`src/rtl/rfifo_result_arbiter_if.sv`:
```
// Result-arbiter signal bundle: source strobes in, result-FIFO write port and drop status out.
// slave is the arbiter side; master is the sources / result-FIFO side.
interface rfifo_result_arbiter_if #(
  parameter int N_SRC        = 3,
  parameter int RESULT_WIDTH = 32,
  parameter int CNT_WIDTH    = 16
);
  logic [N_SRC*RESULT_WIDTH-1:0] src_data;
  logic [N_SRC-1:0]              src_wr;
  logic [RESULT_WIDTH-1:0]       rfifo_data;
  logic                          rfifo_wr_en;
  logic                          rfifo_full;
  logic [N_SRC-1:0]              overflow;
  logic [N_SRC*CNT_WIDTH-1:0]    drop_count;
  logic                          pending;

  modport slave (
    input  src_data, src_wr, rfifo_full,
    output rfifo_data, rfifo_wr_en, overflow, drop_count, pending
  );

  modport master (
    output src_data, src_wr, rfifo_full,
    input  rfifo_data, rfifo_wr_en, overflow, drop_count, pending
  );
endinterface

```
`src/rtl/rfifo_result_arbiter.sv`:
```
// Round-robin merge of per-source result buffers into one result-FIFO write port.
// Latency 2 cycles strobe-to-write; stalls on rfifo_full, sources never stall (drops flagged and counted).

module rfifo_result_arbiter_buf #(
  parameter int WIDTH = 32,
  parameter int DEPTH = 4
) (
  input  logic             i_clk,
  input  logic             i_rst_n,
  input  logic             i_clr,
  input  logic             i_push,
  input  logic [WIDTH-1:0] i_push_dat,
  input  logic             i_pop,
  output logic [WIDTH-1:0] o_head_dat,
  output logic             o_empty,
  output logic             o_drop
);
  localparam int AW = $clog2(DEPTH);

  logic [WIDTH-1:0] r_mem [DEPTH];
  logic [AW:0]      r_wr_ptr;
  logic [AW:0]      r_rd_ptr;
  logic             w_full;
  logic             w_push_ok;
  logic             w_pop_ok;

  // Extra pointer bit: equal low bits with differing MSB means full.
  assign o_empty    = (r_wr_ptr == r_rd_ptr);
  assign w_full     = (r_wr_ptr[AW] != r_rd_ptr[AW]) &&
                      (r_wr_ptr[AW-1:0] == r_rd_ptr[AW-1:0]);
  assign w_pop_ok   = i_pop & ~o_empty & ~i_clr;
  assign w_push_ok  = i_push & (~w_full | w_pop_ok) & ~i_clr;
  assign o_drop     = i_push & w_full & ~w_pop_ok & ~i_clr;
  assign o_head_dat = r_mem[r_rd_ptr[AW-1:0]];

  always_ff @(posedge i_clk or negedge i_rst_n) begin
    if (!i_rst_n) begin
      r_wr_ptr <= '0;
      r_rd_ptr <= '0;
    end else if (i_clr) begin
      r_wr_ptr <= '0;
      r_rd_ptr <= '0;
    end else begin
      if (w_push_ok) r_wr_ptr <= r_wr_ptr + (AW+1)'(1);
      if (w_pop_ok)  r_rd_ptr <= r_rd_ptr + (AW+1)'(1);
    end
  end

  always_ff @(posedge i_clk) begin
    if (w_push_ok) r_mem[r_wr_ptr[AW-1:0]] <= i_push_dat;
  end
endmodule

module rfifo_result_arbiter #(
  parameter int N_SRC        = 3,
  parameter int RESULT_WIDTH = 32,
  parameter int DEPTH        = 4,
  parameter int CNT_WIDTH    = 16
) (
  input  logic                 i_clock,
  input  logic                 i_resetn,
  input  logic                 i_init,
  rfifo_result_arbiter_if.slave bus
);
  localparam int PW = (N_SRC > 1) ? $clog2(N_SRC) : 1;

  logic [N_SRC-1:0]           w_empty;
  logic [N_SRC-1:0]           w_drop;
  logic [N_SRC-1:0]           w_pop;
  logic [RESULT_WIDTH-1:0]    w_head_dat [N_SRC];

  logic                       r_out_vld;
  logic [RESULT_WIDTH-1:0]    r_out_dat;
  logic [PW-1:0]              r_rr_ptr;
  logic [N_SRC-1:0]           r_overflow;
  logic [CNT_WIDTH-1:0]       r_drop_cnt [N_SRC];

  logic                       w_wr_en;
  logic                       w_can_load;
  logic                       w_grant_vld;
  logic [PW-1:0]              w_grant_idx;
  logic [PW-1:0]              w_cand;
  logic [N_SRC*CNT_WIDTH-1:0] w_drop_count;

  for (genvar g = 0; g < N_SRC; g++) begin : g_buf
    rfifo_result_arbiter_buf #(
      .WIDTH (RESULT_WIDTH),
      .DEPTH (DEPTH)
    ) u_buf (
      .i_clk      (i_clock),
      .i_rst_n    (i_resetn),
      .i_clr      (i_init),
      .i_push     (bus.src_wr[g]),
      .i_push_dat (bus.src_data[g*RESULT_WIDTH +: RESULT_WIDTH]),
      .i_pop      (w_pop[g]),
      .o_head_dat (w_head_dat[g]),
      .o_empty    (w_empty[g]),
      .o_drop     (w_drop[g])
    );
  end

  assign w_wr_en    = r_out_vld & ~bus.rfifo_full;
  assign w_can_load = ~r_out_vld | w_wr_en;

  // First non-empty buffer after the last grant; same-cycle pushes are not yet visible.
  always_comb begin
    w_grant_vld = 1'b0;
    w_grant_idx = r_rr_ptr;
    w_cand      = r_rr_ptr;
    for (int k = 1; k <= N_SRC; k++) begin
      w_cand = PW'((int'(r_rr_ptr) + k) % N_SRC);
      if (!w_grant_vld && !w_empty[w_cand]) begin
        w_grant_vld = 1'b1;
        w_grant_idx = w_cand;
      end
    end
  end

  always_comb begin
    w_pop = '0;
    for (int i = 0; i < N_SRC; i++) begin
      w_pop[i] = w_can_load & w_grant_vld & (w_grant_idx == PW'(i));
    end
  end

  always_ff @(posedge i_clock or negedge i_resetn) begin
    if (!i_resetn) begin
      r_out_vld <= 1'b0;
      r_out_dat <= '0;
      r_rr_ptr  <= PW'(N_SRC - 1);
    end else if (i_init) begin
      r_out_vld <= 1'b0;
      r_out_dat <= '0;
      r_rr_ptr  <= PW'(N_SRC - 1);
    end else if (w_can_load) begin
      r_out_vld <= w_grant_vld;
      if (w_grant_vld) begin
        r_out_dat <= w_head_dat[w_grant_idx];
        r_rr_ptr  <= w_grant_idx;
      end
    end
  end

  always_ff @(posedge i_clock or negedge i_resetn) begin
    if (!i_resetn) begin
      r_overflow <= '0;
      for (int i = 0; i < N_SRC; i++) r_drop_cnt[i] <= '0;
    end else if (i_init) begin
      r_overflow <= '0;
      for (int i = 0; i < N_SRC; i++) r_drop_cnt[i] <= '0;
    end else begin
      for (int i = 0; i < N_SRC; i++) begin
        if (w_drop[i]) begin
          r_overflow[i] <= 1'b1;
          if (r_drop_cnt[i] != '1) r_drop_cnt[i] <= r_drop_cnt[i] + CNT_WIDTH'(1);
        end
      end
    end
  end

  always_comb begin
    w_drop_count = '0;
    for (int i = 0; i < N_SRC; i++) begin
      w_drop_count[i*CNT_WIDTH +: CNT_WIDTH] = r_drop_cnt[i];
    end
  end

  assign bus.rfifo_wr_en = w_wr_en;
  assign bus.rfifo_data  = r_out_dat;
  assign bus.overflow    = r_overflow;
  assign bus.drop_count  = w_drop_count;
  assign bus.pending     = ~(&w_empty) | r_out_vld;
endmodule

```
`src/flat_wrapper.sv`:
```
// flat-port wrapper written by rule: the top's interface ports become plain ports
module rfifo_result_arbiter_flat 
#(
  parameter int N_SRC        = 3,
  parameter int RESULT_WIDTH = 32,
  parameter int DEPTH        = 4,
  parameter int CNT_WIDTH    = 16
)
  (i_clock, i_resetn, i_init, bus_src_data, bus_src_wr, bus_rfifo_full, bus_rfifo_data, bus_rfifo_wr_en, bus_overflow, bus_drop_count, bus_pending);
  rfifo_result_arbiter_if #(.N_SRC(N_SRC), .RESULT_WIDTH(RESULT_WIDTH), .CNT_WIDTH(CNT_WIDTH)) bus_i ();
  input  logic i_clock;
  input  logic i_resetn;
  input  logic i_init;
  input wire logic [$bits(bus_i.src_data)-1:0] bus_src_data;
  input wire logic [$bits(bus_i.src_wr)-1:0] bus_src_wr;
  input wire logic [$bits(bus_i.rfifo_full)-1:0] bus_rfifo_full;
  output wire logic [$bits(bus_i.rfifo_data)-1:0] bus_rfifo_data;
  output wire logic [$bits(bus_i.rfifo_wr_en)-1:0] bus_rfifo_wr_en;
  output wire logic [$bits(bus_i.overflow)-1:0] bus_overflow;
  output wire logic [$bits(bus_i.drop_count)-1:0] bus_drop_count;
  output wire logic [$bits(bus_i.pending)-1:0] bus_pending;
  assign bus_i.src_data = bus_src_data;
  assign bus_i.src_wr = bus_src_wr;
  assign bus_i.rfifo_full = bus_rfifo_full;
  assign bus_rfifo_data = bus_i.rfifo_data;
  assign bus_rfifo_wr_en = bus_i.rfifo_wr_en;
  assign bus_overflow = bus_i.overflow;
  assign bus_drop_count = bus_i.drop_count;
  assign bus_pending = bus_i.pending;
  rfifo_result_arbiter #(.N_SRC(N_SRC), .RESULT_WIDTH(RESULT_WIDTH), .DEPTH(DEPTH), .CNT_WIDTH(CNT_WIDTH)) u_core (.i_clock(i_clock), .i_resetn(i_resetn), .i_init(i_init), .bus(bus_i));
endmodule
```
`config.mk`:
```
export PLATFORM = sky130hd
export DESIGN_NAME = rfifo_result_arbiter_flat
export DESIGN_NICKNAME = d
export VERILOG_FILES = /design/src/rtl/rfifo_result_arbiter_if.sv /design/src/rtl/rfifo_result_arbiter.sv /design/src/flat_wrapper.sv
export SDC_FILE = /design/constraint.sdc
export NUM_CORES = 1
export LEC_CHECK = 0
export ABC_CLOCK_PERIOD_IN_PS = 9000
export CORE_MARGIN = 2
export CORE_UTILIZATION = 46
export DETAILED_ROUTE_END_ITERATION = 8
export GPL_TIMING_DRIVEN = 0
export PLACE_DENSITY_LB_ADDON = 0.2
export SYNTH_ARGS = -nofsm -noshare
export SYNTH_HDL_FRONTEND = slang
export SYNTH_HIERARCHICAL = 1
export SYNTH_SLANG_ARGS = --single-unit
```
`constraint.sdc`:
```
create_clock -name i_clock -period 9 [get_ports i_clock]
set_input_delay 1.35 -clock i_clock [delete_from_list [all_inputs] [get_ports i_clock]]
set_output_delay 1.35 -clock i_clock [all_outputs]
set_load 0.05 [all_outputs]
```
After elaboration in Yosys (flattened, before gate mapping)
Memories as Yosys holds them, arrays and structs flattened.
Index checks and enable logic that the tools add are counted.
Cells by class
  add/subtract/negate cells: 12
  div/mod/pow operators: 3
  magnitude comparators: 4
  equal/unequal tests: 14
  multiplexer cells: 52
  bitwise gates (word level): 45
  reductions and logical operators: 28
Operators with widths (number)
  32-bit two-way mux: 5
  32-bit by 3-bit modulo with 32-bit output (second input constant): 3
  16-bit two-way mux: 6
  32-bit binary-select mux with 2-bit select: 1
  16-bit by 1-bit adder with 16-bit output (second input constant): 3
  48-bit two-way mux: 1
  16-bit inequality test (second input constant): 3
  3-bit two-way mux: 13
  2-bit nonzero test: 14
  1-bit bitwise AND: 26
  3-bit by 1-bit adder with 3-bit output (second input constant): 6
  1-bit two-way mux: 17
  1-bit inverter: 13
  2-bit two-way mux: 6
  3-bit == test: 3
  2-bit by 3-bit < comparator with 1-bit output (second input constant): 3
  2-bit AND reduction: 4
  2-bit by 2-bit adder with 3-bit output (second input constant): 2
  1-bit binary-select mux with 2-bit select: 3
  2-bit == test: 3
  1-bit logical AND: 5
  1-bit bitwise OR: 5
  2-bit by 1-bit adder with 3-bit output (second input constant): 1
  3-bit >= comparator (second input constant): 1
  other kinds (7): 11
Word-level totals
  register bits after elaboration: 104
  memory bits (writable): 384
  bits of input ports: 103
  output and inout bits: 85
  logic and storage cells: 176
  memories: 3
Memories
  u_core.g_buf[0].u_buf.r_mem: words 4, width 32, rd ports 1, clocked after Yosys merged registers in 0, wr ports 1, RTL line rfifo_result_arbiter.sv:20  | logic [WIDTH-1:0] r_mem [DEPTH];
  u_core.g_buf[1].u_buf.r_mem: words 4, width 32, rd ports 1, clocked after Yosys merged registers in 0, wr ports 1, RTL line rfifo_result_arbiter.sv:20
  u_core.g_buf[2].u_buf.r_mem: words 4, width 32, rd ports 1, clocked after Yosys merged registers in 0, wr ports 1, RTL line rfifo_result_arbiter.sv:20

Logic depth before layout (Yosys ltp)
Gate-level depths: netlist of the first run.
  word-level depth: 19
  depth in mapped cells: 17

Hierarchy
The synthesis of the first run kept the hierarchy.
Modules (own cells, without submodules)
  rfifo_result_arbiter_buf (u_core.g_buf[1].u_buf ...): times used 2, cells each 223, area each 5185.0 µm², seq. area each 3993.8 µm²
  rfifo_result_arbiter_buf (u_core.g_buf[0].u_buf): times used 1, cells each 223, area each 5183.7 µm², seq. area each 3993.8 µm²
  rfifo_result_arbiter: times used 1, cells each 513, area each 4858.4 µm², seq. area each 2153.3 µm²

Worst setup path before layout of the first run
Ideal clock, no wire load.
  path type: input port to flip-flop
  from: in bus_rfifo_full
  to: mem u_core.g_buf[0].u_buf.r_mem[3][0], enable pin
  library setup time: 0.392 ns
  arrival: 3.400 ns
  required time: 8.608 ns
  slack: 5.208 ns
  stages on the path: 8
  cells stage by stage: nand2_1 > nand3_1 > o41ai_1 > or2_2 > and2_1 > inv_1 > a41oi_1 > and2_1
Between the ends
  word-level cells in the longest chain between the ends: 12
RTL lines
  from (decl): RTL line flat_wrapper.sv:16  | input wire logic [$bits(bus_i.rfifo_full)-1:0] bus_rfifo_full;
  1-bit inverter: RTL line rfifo_result_arbiter.sv:102  | assign w_wr_en = r_out_vld & ~bus.rfifo_full;
  1-bit bitwise AND: RTL line rfifo_result_arbiter.sv:102
  1-bit bitwise OR: RTL line rfifo_result_arbiter.sv:103  | assign w_can_load = ~r_out_vld | w_wr_en;
  1-bit bitwise AND (2 in series): RTL line rfifo_result_arbiter.sv:122  | w_pop[i] = w_can_load & w_grant_vld & (w_grant_idx == PW'(i));
  net u_core.w_pop[0]: RTL line rfifo_result_arbiter.sv:69  | logic [N_SRC-1:0] w_pop;
  1-bit bitwise AND (2 in series): RTL line rfifo_result_arbiter.sv:31  | assign w_pop_ok = i_pop & ~o_empty & ~i_clr;
  1-bit bitwise OR: RTL line rfifo_result_arbiter.sv:32  | assign w_push_ok = i_push & (~w_full | w_pop_ok) & ~i_clr;
  1-bit bitwise AND (2 in series): RTL line rfifo_result_arbiter.sv:32
  1-bit two-way mux: RTL line rfifo_result_arbiter.sv:50  | if (w_push_ok) r_mem[r_wr_ptr[AW-1:0]] <= i_push_dat;
  1-bit two-way mux (implied by the code): RTL line rfifo_result_arbiter.sv:50
  to (decl): RTL line rfifo_result_arbiter.sv:20
The timed path passes the listed nets, and every way through them passes these cells.

Worst setup path after layout of the first run
  from: reg u_core.g_buf[0].u_buf.r_rd_ptr[1]
  to: reg u_core.r_drop_cnt (netlist bit u_core/bus.drop_count[7])
Between the ends
  word-level cells in the longest chain between the ends: 18
RTL lines
  from (decl): RTL line rfifo_result_arbiter.sv:22  | logic [AW:0] r_rd_ptr;
  from (signal assigned): RTL line rfifo_result_arbiter.sv:45  | if (w_pop_ok) r_rd_ptr <= r_rd_ptr + (AW+1)'(1);
  3-bit == test (*): RTL line rfifo_result_arbiter.sv:28  | assign o_empty = (r_wr_ptr == r_rd_ptr);
  net u_core.w_empty[0]: RTL line rfifo_result_arbiter.sv:67  | logic [N_SRC-1:0] w_empty;
  1-bit binary-select mux with 2-bit select: RTL line rfifo_result_arbiter.sv:112  | if (!w_grant_vld && !w_empty[w_cand]) begin
  1-bit two-way mux (implied by the code): RTL line rfifo_result_arbiter.sv:112
  1-bit logical NOT: RTL line rfifo_result_arbiter.sv:112
  1-bit logical AND: RTL line rfifo_result_arbiter.sv:112
  1-bit two-way mux: RTL line rfifo_result_arbiter.sv:112
  1-bit logical NOT: RTL line rfifo_result_arbiter.sv:112
  [3 not listed]
  1-bit bitwise AND (*): RTL line rfifo_result_arbiter.sv:122
  net u_core.w_pop[0]: RTL line rfifo_result_arbiter.sv:69
  1-bit bitwise AND (*) (2 in series): RTL line rfifo_result_arbiter.sv:31
  1-bit inverter (*): RTL line rfifo_result_arbiter.sv:33  | assign o_drop = i_push & w_full & ~w_pop_ok & ~i_clr;
  1-bit bitwise AND (*) (2 in series): RTL line rfifo_result_arbiter.sv:33
  net u_core.w_drop[0]: RTL line rfifo_result_arbiter.sv:68  | logic [N_SRC-1:0] w_drop;
  2-bit nonzero test (no source line) (*)
  2-bit AND reduction (no source line) (*)
  to (decl): RTL line rfifo_result_arbiter.sv:76  | logic [CNT_WIDTH-1:0] r_drop_cnt [N_SRC];
The timed path passes the listed nets; every way through them passes the cells marked *. The select of a mux whose other input is x is not followed.
A chain may end at the register's enable or synchronous reset.

==> flow_metrics.env, run 1 <==
export IMPL_ir_worst_vdd_mv=0.1705
export IMPL_cp_slowest_stage_delay_ps=680
export IMPL_holdWs_ps=518.6
export IMPL_period_minus_slack_ps=5258
export IMPL_cp_start_kind="flip-flop"
export IMPL_rsz0062_at_grt="false"
export IMPL_synth_most_common_cell="edfxtp_1"
export IMPL_critPathCaptureType="flip-flop"
export IMPL_diodes=0
export IMPL_synth_flop_cell="edfxtp_1"
export IMPL_synth_seq_area_share_pct=69.25
export IMPL_dieHeight_um=214.7
export IMPL_fin_crit_sh_pct=58.43
export IMPL_drive_gt1_share_pct=18.09
export IMPL_synth_area_um2=20410
export IMPL_finalSetupViolCount=0
export IMPL_cap_viol_max_count=0
export IMPL_area_delta_synth_final_pct=21.53
export IMPL_fin_setup_tns_ps=0
export IMPL_final_area_um2=24810
export IMPL_path_buf_inv=2
export IMPL_place_hpwl_um=32040
export IMPL_fin_nets=1551
export IMPL_fin_cells=2057
export IMPL_core_area_um2=44030
export IMPL_vias=11530
export IMPL_syn_num_nets=1307
export IMPL_synth_largest_area_cell="edfxtp_1"
export IMPL_antenna_found_initial=1
export IMPL_cts_buffers=50
export IMPL_tightest_slew_ps=1096
export IMPL_placed_area_um2=23150
export IMPL_path_common_cell="nor2_1"
export IMPL_grt_max_degree=87
export IMPL_track_usage_pct=20.47
export IMPL_clk_latency_ps=600
export IMPL_slew_headroom_pct=26.25
export IMPL_crit_required_ps=9440
export IMPL_drv_slew=0
export IMPL_synth_commonest_cells="384 x edfxtp_1, 103 x dfrtp_1, 96 x mux4_2"
export IMPL_power_density_nw_per_um2=276.3
export IMPL_synth_area_top_cells="edfxtp_1 56%, dfrtp_1 13%, mux4_2 11%"
export IMPL_p_total_mw=6.853
export IMPL_cpLargestDelayFamily="simple AND/OR/NAND/NOR gates"
export IMPL_clock_skew_final_ps=23.86
export IMPL_drt_initial_drc_count=1027
export IMPL_synth_edff_count=384
export IMPL_grt_pass1_wl_um=70540
export IMPL_yosysUniqueCellTypes=74
export IMPL_io_pins=188
export IMPL_clockBufferDepth=3
export IMPL_gr_usage_met2_pct=34.37
export IMPL_initial_core_util_pct=46.36
export IMPL_synth_top_cell_area_share_pct=56.49
export IMPL_ctsRootBufferMaster="clkbuf_16"
export IMPL_grt_pass1_vias=11640
export IMPL_synth_cells=1182
export IMPL_crit_fanout=10
export IMPL_post_cts_setup_buffers=0
export IMPL_port_buffer_count=187
export IMPL_ys_warn_count=6
export IMPL_async_reset_ff_share_pct=21.31
export IMPL_ys_ff_latch=488
export IMPL_tritoncts="done"
export IMPL_die_w_um=214.7
export IMPL_critPathKind="reg2reg"
export IMPL_cts_max_level=2
export IMPL_wl_um=46880
export IMPL_cp_arrival_ps=5700
export IMPL_grtUsageMet3_pct=3.716
export IMPL_route_detailed_drc=0
export IMPL_avgViaCountPerCell=5.603
export IMPL_cts_sink_count=488
export IMPL_min_path_type="reg2reg"
export IMPL_syn_avg_cell_area_um2=17.27
export IMPL_ant_nets=0
export IMPL_wl_per_cell_um=22.79
export IMPL_cts_hold_buf=0
export IMPL_outcome="finished clean"
export IMPL_place_gp_congestion=0.8244
export IMPL_grt_overflow=0
export IMPL_grtUsageMet1_pct=27.61
export IMPL_post_cts_resize_count=0
export IMPL_die_area_um2=46070
export IMPL_power_leakage_nw=8.496
export IMPL_numPlacedInstances=1966
export IMPL_busiest_layer="met2"
export IMPL_dr_pass1_iters=5
export IMPL_timing_final_hold_violations=0
export IMPL_clk_pin_slew_ps=60
export IMPL_fmaxAchievable_ghz=0.1902
export IMPL_crit_chain="buf_4 > xnor2_4 > nand2_1 > nor2_1 > nor2b_1 > a211oi_2 > o31ai_2 > clkbuf_1 > nor2_1 > and2_1 > nor4_1 > and3_1 > nand3_1 > a41oi_1 > nand4_1 > xor2_1 > nor2_1"
export IMPL_rows=77
export IMPL_fill_cells=3489
export IMPL_worst_path_max_delay_cell="o31ai_2"
[report_power, final]
part	switching, mW	leakage [nW]	internal [mW]	total, mW
clock network	0.853	0.813	1.24	2.09
registers	0.0681	4.91	2.56	2.63
logic	1.32	2.77	0.816	2.14
total	2.24	8.50	4.61	6.85
[path summary, 6_finish.rpt]
kind,to,cells past startpoint,slack (ps),start
min in group asynchronous,u_core/bus.rfifo_data[8],1,610,i_resetn
max in group asynchronous,u_core/bus.rfifo_data[30],2,7660,i_resetn
worst min register to register,u_core/bus.overflow[2],2,520,u_core/bus.overflow[2]
worst max register to register,u_core/bus.drop_count[7],17,3740,u_core/g_buf[0].u_buf/r_rd_ptr[1]
worst max-delay path,u_core/bus.drop_count[7],17,3740,u_core/g_buf[0].u_buf/r_rd_ptr[1]
worst min-delay path,u_core/bus.overflow[2],2,520,u_core/bus.overflow[2]
[sequential cells by signal, indices dropped and copies added, names as in the netlist]
name	cells
u_core/bus.drop_count	48
u_core/bus.overflow	3
u_core/bus.rfifo_data	32
u_core/g_buf.u_buf/r_mem	384
u_core/g_buf.u_buf/r_rd_ptr	9
u_core/g_buf.u_buf/r_wr_ptr	9
u_core/r_out_vld	1
u_core/r_rr_ptr	2
[routing by layer]
layer / vias to the layer above / share of wire [%]
met2: 348 / 50
met1: 5912 / 42
met4: 2 / 2.5
met3: 71 / 5.3
li1: 5193 / -
met5: - / 0.026
[worst reg2reg max path: cells and delay by family, from the launching register on]
family	cells	cell delay (ps)
AOI/OAI and AO/OA	3	1320
xor gates and xnor gates	2	430
buffers and inverters	2	560
DFF	1	380
and+or+nand+nor	10	2430
[cells by family after synthesis]
| group | synth area share, % |
|---|---|
| buffers and inverters | 2.164 |
| AND/OR/NAND/NOR | 6.461 |
| flip-flops | 69.25 |
| XOR/XNOR | 2.722 |
| adder cells (fa/ha/maj) | 1.349 |
| multiplexers | 11.71 |
| AO/OA/AOI/OAI | 6.351 |
[area by class of cell]
| type | count | area [um2] | area share, % |
|---|---|---|---|
| sequential | 488 | 14130 | 56.98 |
| multi-input combinational | 610 | 5851 | 23.59 |
| timing repair buffer | 192 | 1981 | 7.984 |
| clock buffer | 60 | 1309 | 5.276 |
| tap | 592 | 740.7 | 2.986 |
| clock inverter | 31 | 349.1 | 1.407 |
| buffer | 57 | 340.3 | 1.372 |
| inverter | 27 | 101.3 | 0.4086 |
[through the flow]
| step | utilization (%) | setup slack (ps) |
|---|---|---|
| after CTS | 56.34 | 3735 |
| after floorplan | - | 5208 |
| after detailed placement | 52.58 | 3761 |
| after global placement | 52.29 | 2198 |
| final | 56.34 | 3742 |
| after global routing | 56.34 | 3261 |
[cells in the final DEF (no fill, tap or decap), drive strengths merged, types with 25 or more instances in the layout]
| cell type | n |
|---|---|
| a21oi | 44 |
| a221o | 32 |
| buf | 49 |
| clkbuf | 74 |
| clkdlybuf4s50 | 186 |
| dfrtp | 103 |
| edfxtp | 384 |
| inv | 29 |
| mux4 | 96 |
| nand2 | 25 |
| nand3 | 48 |
| nor2 | 72 |
| o21ai | 49 |
| xor2 | 26 |
(Power assumes the default switching activity.)
==> inputs of run 2 (changes only) <==
--- a/config.mk
+++ b/config.mk
@@ -5,7 +5,7 @@
 export SDC_FILE = /design/constraint.sdc
 export NUM_CORES = 1
 export LEC_CHECK = 0
-export ABC_CLOCK_PERIOD_IN_PS = 9000
+export ABC_CLOCK_PERIOD_IN_PS = 5090
 export CORE_MARGIN = 2
 export CORE_UTILIZATION = 46
 export DETAILED_ROUTE_END_ITERATION = 8
==> constraint.sdc (replaced) <==
create_clock -name i_clock -period 5.09 [get_ports i_clock]
set_input_delay 0.7635 -clock i_clock [delete_from_list [all_inputs] [get_ports i_clock]]
set_output_delay 0.7635 -clock i_clock [all_outputs]
set_load 0.05 [all_outputs]
==> run 2 against run 1 <==
  * Register-to-register slack got worse by 3400 ps
  * Non-clock buffer count grew 1
  * Fmax rose by 9.9%
  * Clock skew decreased by 0.50 ps
  * Count of clock-buffer cells in the layout stayed put
  * Worst hold slack got worse by 0.63 ps
  * First-iteration DRC count increased by 4.3%
  * Worst setup slack worse by 3400 ps
  * Combinational power is 78% higher
  * Largest power group unchanged
==> flow_metrics.env, run 2 (synthesis gave the netlist of run 1 again) <==
export IMPL_p_total_mw=12.15
export IMPL_avgViaCountPerCell=5.647
export IMPL_largest_reg_flops=384
export IMPL_rr_startpoint="u_core/g_buf[2].u_buf/r_rd_ptr[0]"
export IMPL_cts_sink_count=488
export IMPL_area_delta_synth_final_pct=21.72
export IMPL_fmaxAchievable_ghz=0.2091
export IMPL_post_cts_setup_buffers=0
export IMPL_layout_commonest_cell="edfxtp_1"
export IMPL_outcome="finished clean"
export IMPL_diodes=0
export IMPL_port_buffer_count=187
export IMPL_clockBufferDepth=3
export IMPL_grtUsageMet1_pct=27.60
export IMPL_cp_slowest_stage_delay_ps=840
export IMPL_tritoncts="done"
export IMPL_timing_final_hold_violations=0
export IMPL_timing_rr_end="u_core/g_buf[0].u_buf/r_mem[2][1]"
export IMPL_cp_start_kind="flip-flop"
export IMPL_vias=11620
export IMPL_rows=77
export IMPL_initial_core_util_pct=46.36
export IMPL_clk_pin_slew_ps=60
export IMPL_grtUsageMet3_pct=3.716
export IMPL_min_path_type="reg2reg"
export IMPL_hp_start="u_core/bus.overflow[0]"
export IMPL_hold_depth=2
export IMPL_die_area_um2=46070
export IMPL_place_gp_congestion=0.8244
export IMPL_layout_common_cells="384 x edfxtp_1, 186 x clkdlybuf4s50_1, 103 x dfrtp_1"
export IMPL_crit_required_ps=5300
export IMPL_drt_initial_drc_count=1071
export IMPL_cts_max_level=2
export IMPL_post_route_util_pct=56.43
export IMPL_grt_pass1_vias=11640
export IMPL_period_minus_slack_ps=4783
export IMPL_holdWs_ps=518.0
export IMPL_die_w_um=214.7
export IMPL_grt_overflow=0
export IMPL_track_usage_pct=20.47
export IMPL_fin_crit_sh_pct=93.97
export IMPL_power_leakage_nw=8.503
export IMPL_worst_path_max_delay_cell="and2_2"
export IMPL_finalSetupViolCount=0
export IMPL_gr_usage_met2_pct=34.37
export IMPL_dr_pass1_iters=5
export IMPL_cp_arrival_ps=4990
export IMPL_slew_headroom_pct=26.81
export IMPL_power_density_nw_per_um2=488.9
export IMPL_dieHeight_um=214.7
export IMPL_critPathKind="reg2reg"
export IMPL_fin_ws_ps=307.1
export IMPL_busiest_layer="met2"
export IMPL_reg2regPathDepth=13
export IMPL_antenna_found_initial=1
export IMPL_preCtsSetupSlack_ps=-149.2
export IMPL_place_hpwl_um=32040
export IMPL_cp_depth=13
export IMPL_cpLargestDelayFamily="simple AND/OR/NAND/NOR gates"
export IMPL_drv_slew=0
export IMPL_ant_nets=0
export IMPL_wl_um=46980
export IMPL_hold_path_end="u_core/bus.overflow[0]"
export IMPL_io_pins=188
export IMPL_core_area_um2=44030
export IMPL_ff2ff_setup_slack_ps=310
export IMPL_wl_per_cell_um=22.83
export IMPL_cap_viol_max_count=0
export IMPL_path_buf_inv=3
export IMPL_clk_latency_ps=590
export IMPL_ctsRootBufferMaster="clkbuf_16"
export IMPL_grt_max_degree=87
export IMPL_critPathCaptureType="flip-flop"
export IMPL_route_detailed_drc=0
export IMPL_grt_pass1_wl_um=70520
export IMPL_crit_chain="buf_6 > xnor2_4 > nand2_1 > nor2_2 > nor2b_1 > mux2i_1 > o2111a_1 > buf_2 > nor2_1 > and2_1 > inv_1 > a41oi_1 > and2_2"
export IMPL_drive_gt1_share_pct=18.42
export IMPL_ir_worst_vdd_mv=0.3021
export IMPL_tightest_slew_ps=1088
export IMPL_rsz0062_at_grt="true"
export IMPL_crit_fanout=32
export IMPL_clock_skew_final_ps=23.36
export IMPL_fin_nets=1552
export IMPL_cts_buffers=50
[run 2: cell count changes in the layout (fill, tap and decap cells not counted), sizes merged]
cell	previous run	this run
dlygate4sd3	0	1
[run 2: per-stage QoR]
stage          cell area [um2]  std cells  setup TNS, ps
6_report                 24850       2058              0
5_1_grt                  24850       2058          -1477
4_1_cts                  24840       2058              0
3_5_place_dp             23150       1966         -675.2
3_3_place_gp             23020       1961        -174090
2_1_floorplan            20410       1182              0
[run 2: where the power goes]
| group | internal (mW) | leakage, nW | switching [mW] |
|---|---|---|---|
| Combinational | 1.45 | 2.78 | 2.35 |
| Sequential | 4.52 | 4.91 | 0.121 |
| Clock | 2.19 | 0.813 | 1.51 |
[run 2: worst reg2reg max path: cells and delay by family (launching register included)]
family                    cells  cell delay [ps]
AOI/OAI and AO/OA             2              760
xor gates and xnor gates      1              280
buffers and inverters         3              540
DFF                           1              390
muxes                         1              220
and+or+nand+nor               6             2190
[run 2: worst max-delay path by stage]
stage | start | to
after floorplan | u_core/g_buf[0].u_buf/r_rd_ptr[1] | u_core/g_buf[0].u_buf/r_mem[3][0]
after global placement | i_resetn | u_core/bus.rfifo_data[29]
after CTS | u_core/g_buf[0].u_buf/r_rd_ptr[1] | u_core/bus.drop_count[7]
after detailed placement | u_core/g_buf[2].u_buf/r_rd_ptr[0] | u_core/bus.drop_count[7]
after global routing | u_core/g_buf[1].u_buf/r_rd_ptr[1] | u_core/g_buf[0].u_buf/r_mem[1][10]
final | u_core/g_buf[2].u_buf/r_rd_ptr[0] | u_core/g_buf[0].u_buf/r_mem[2][1]
[run 2: area by class of cell]
type	instances	area, um2
fill	3485	19180
timing repair buffer	193	1991
tap	592	740.7
multi-input combinational	610	5881
buffer	57	340.3
inverter	27	101.3
sequential	488	14130
clock inverter	31	349.1
clock buffer	60	1309
[run 2: per-layer routing]
metal / share of wire (%) / vias to the layer above
met4: 2.5 / 2
met1: 42 / 5960
li1: - / 5199
met3: 5.8 / 72
met5: 0.026 / -
met2: 50 / 388
[run 2: what timing repair did]
action	in CTS	in global routing
hold buffers	1	0
endpoints found under the hold margin	14	0
endpoints found under the setup margin	6	139
gates resized for setup	4	2
==> inputs of run 3 (changes only) <==
--- a/config.mk
+++ b/config.mk
@@ -9,6 +9,7 @@
 export CORE_MARGIN = 2
 export CORE_UTILIZATION = 46
 export DETAILED_ROUTE_END_ITERATION = 8
+export GPL_ROUTABILITY_DRIVEN = 1
 export GPL_TIMING_DRIVEN = 0
 export PLACE_DENSITY_LB_ADDON = 0.2
 export SYNTH_ARGS = -nofsm -noshare
==> results of run 3 <==
The final DEF is identical to that of run 2; final timing and power are the same.
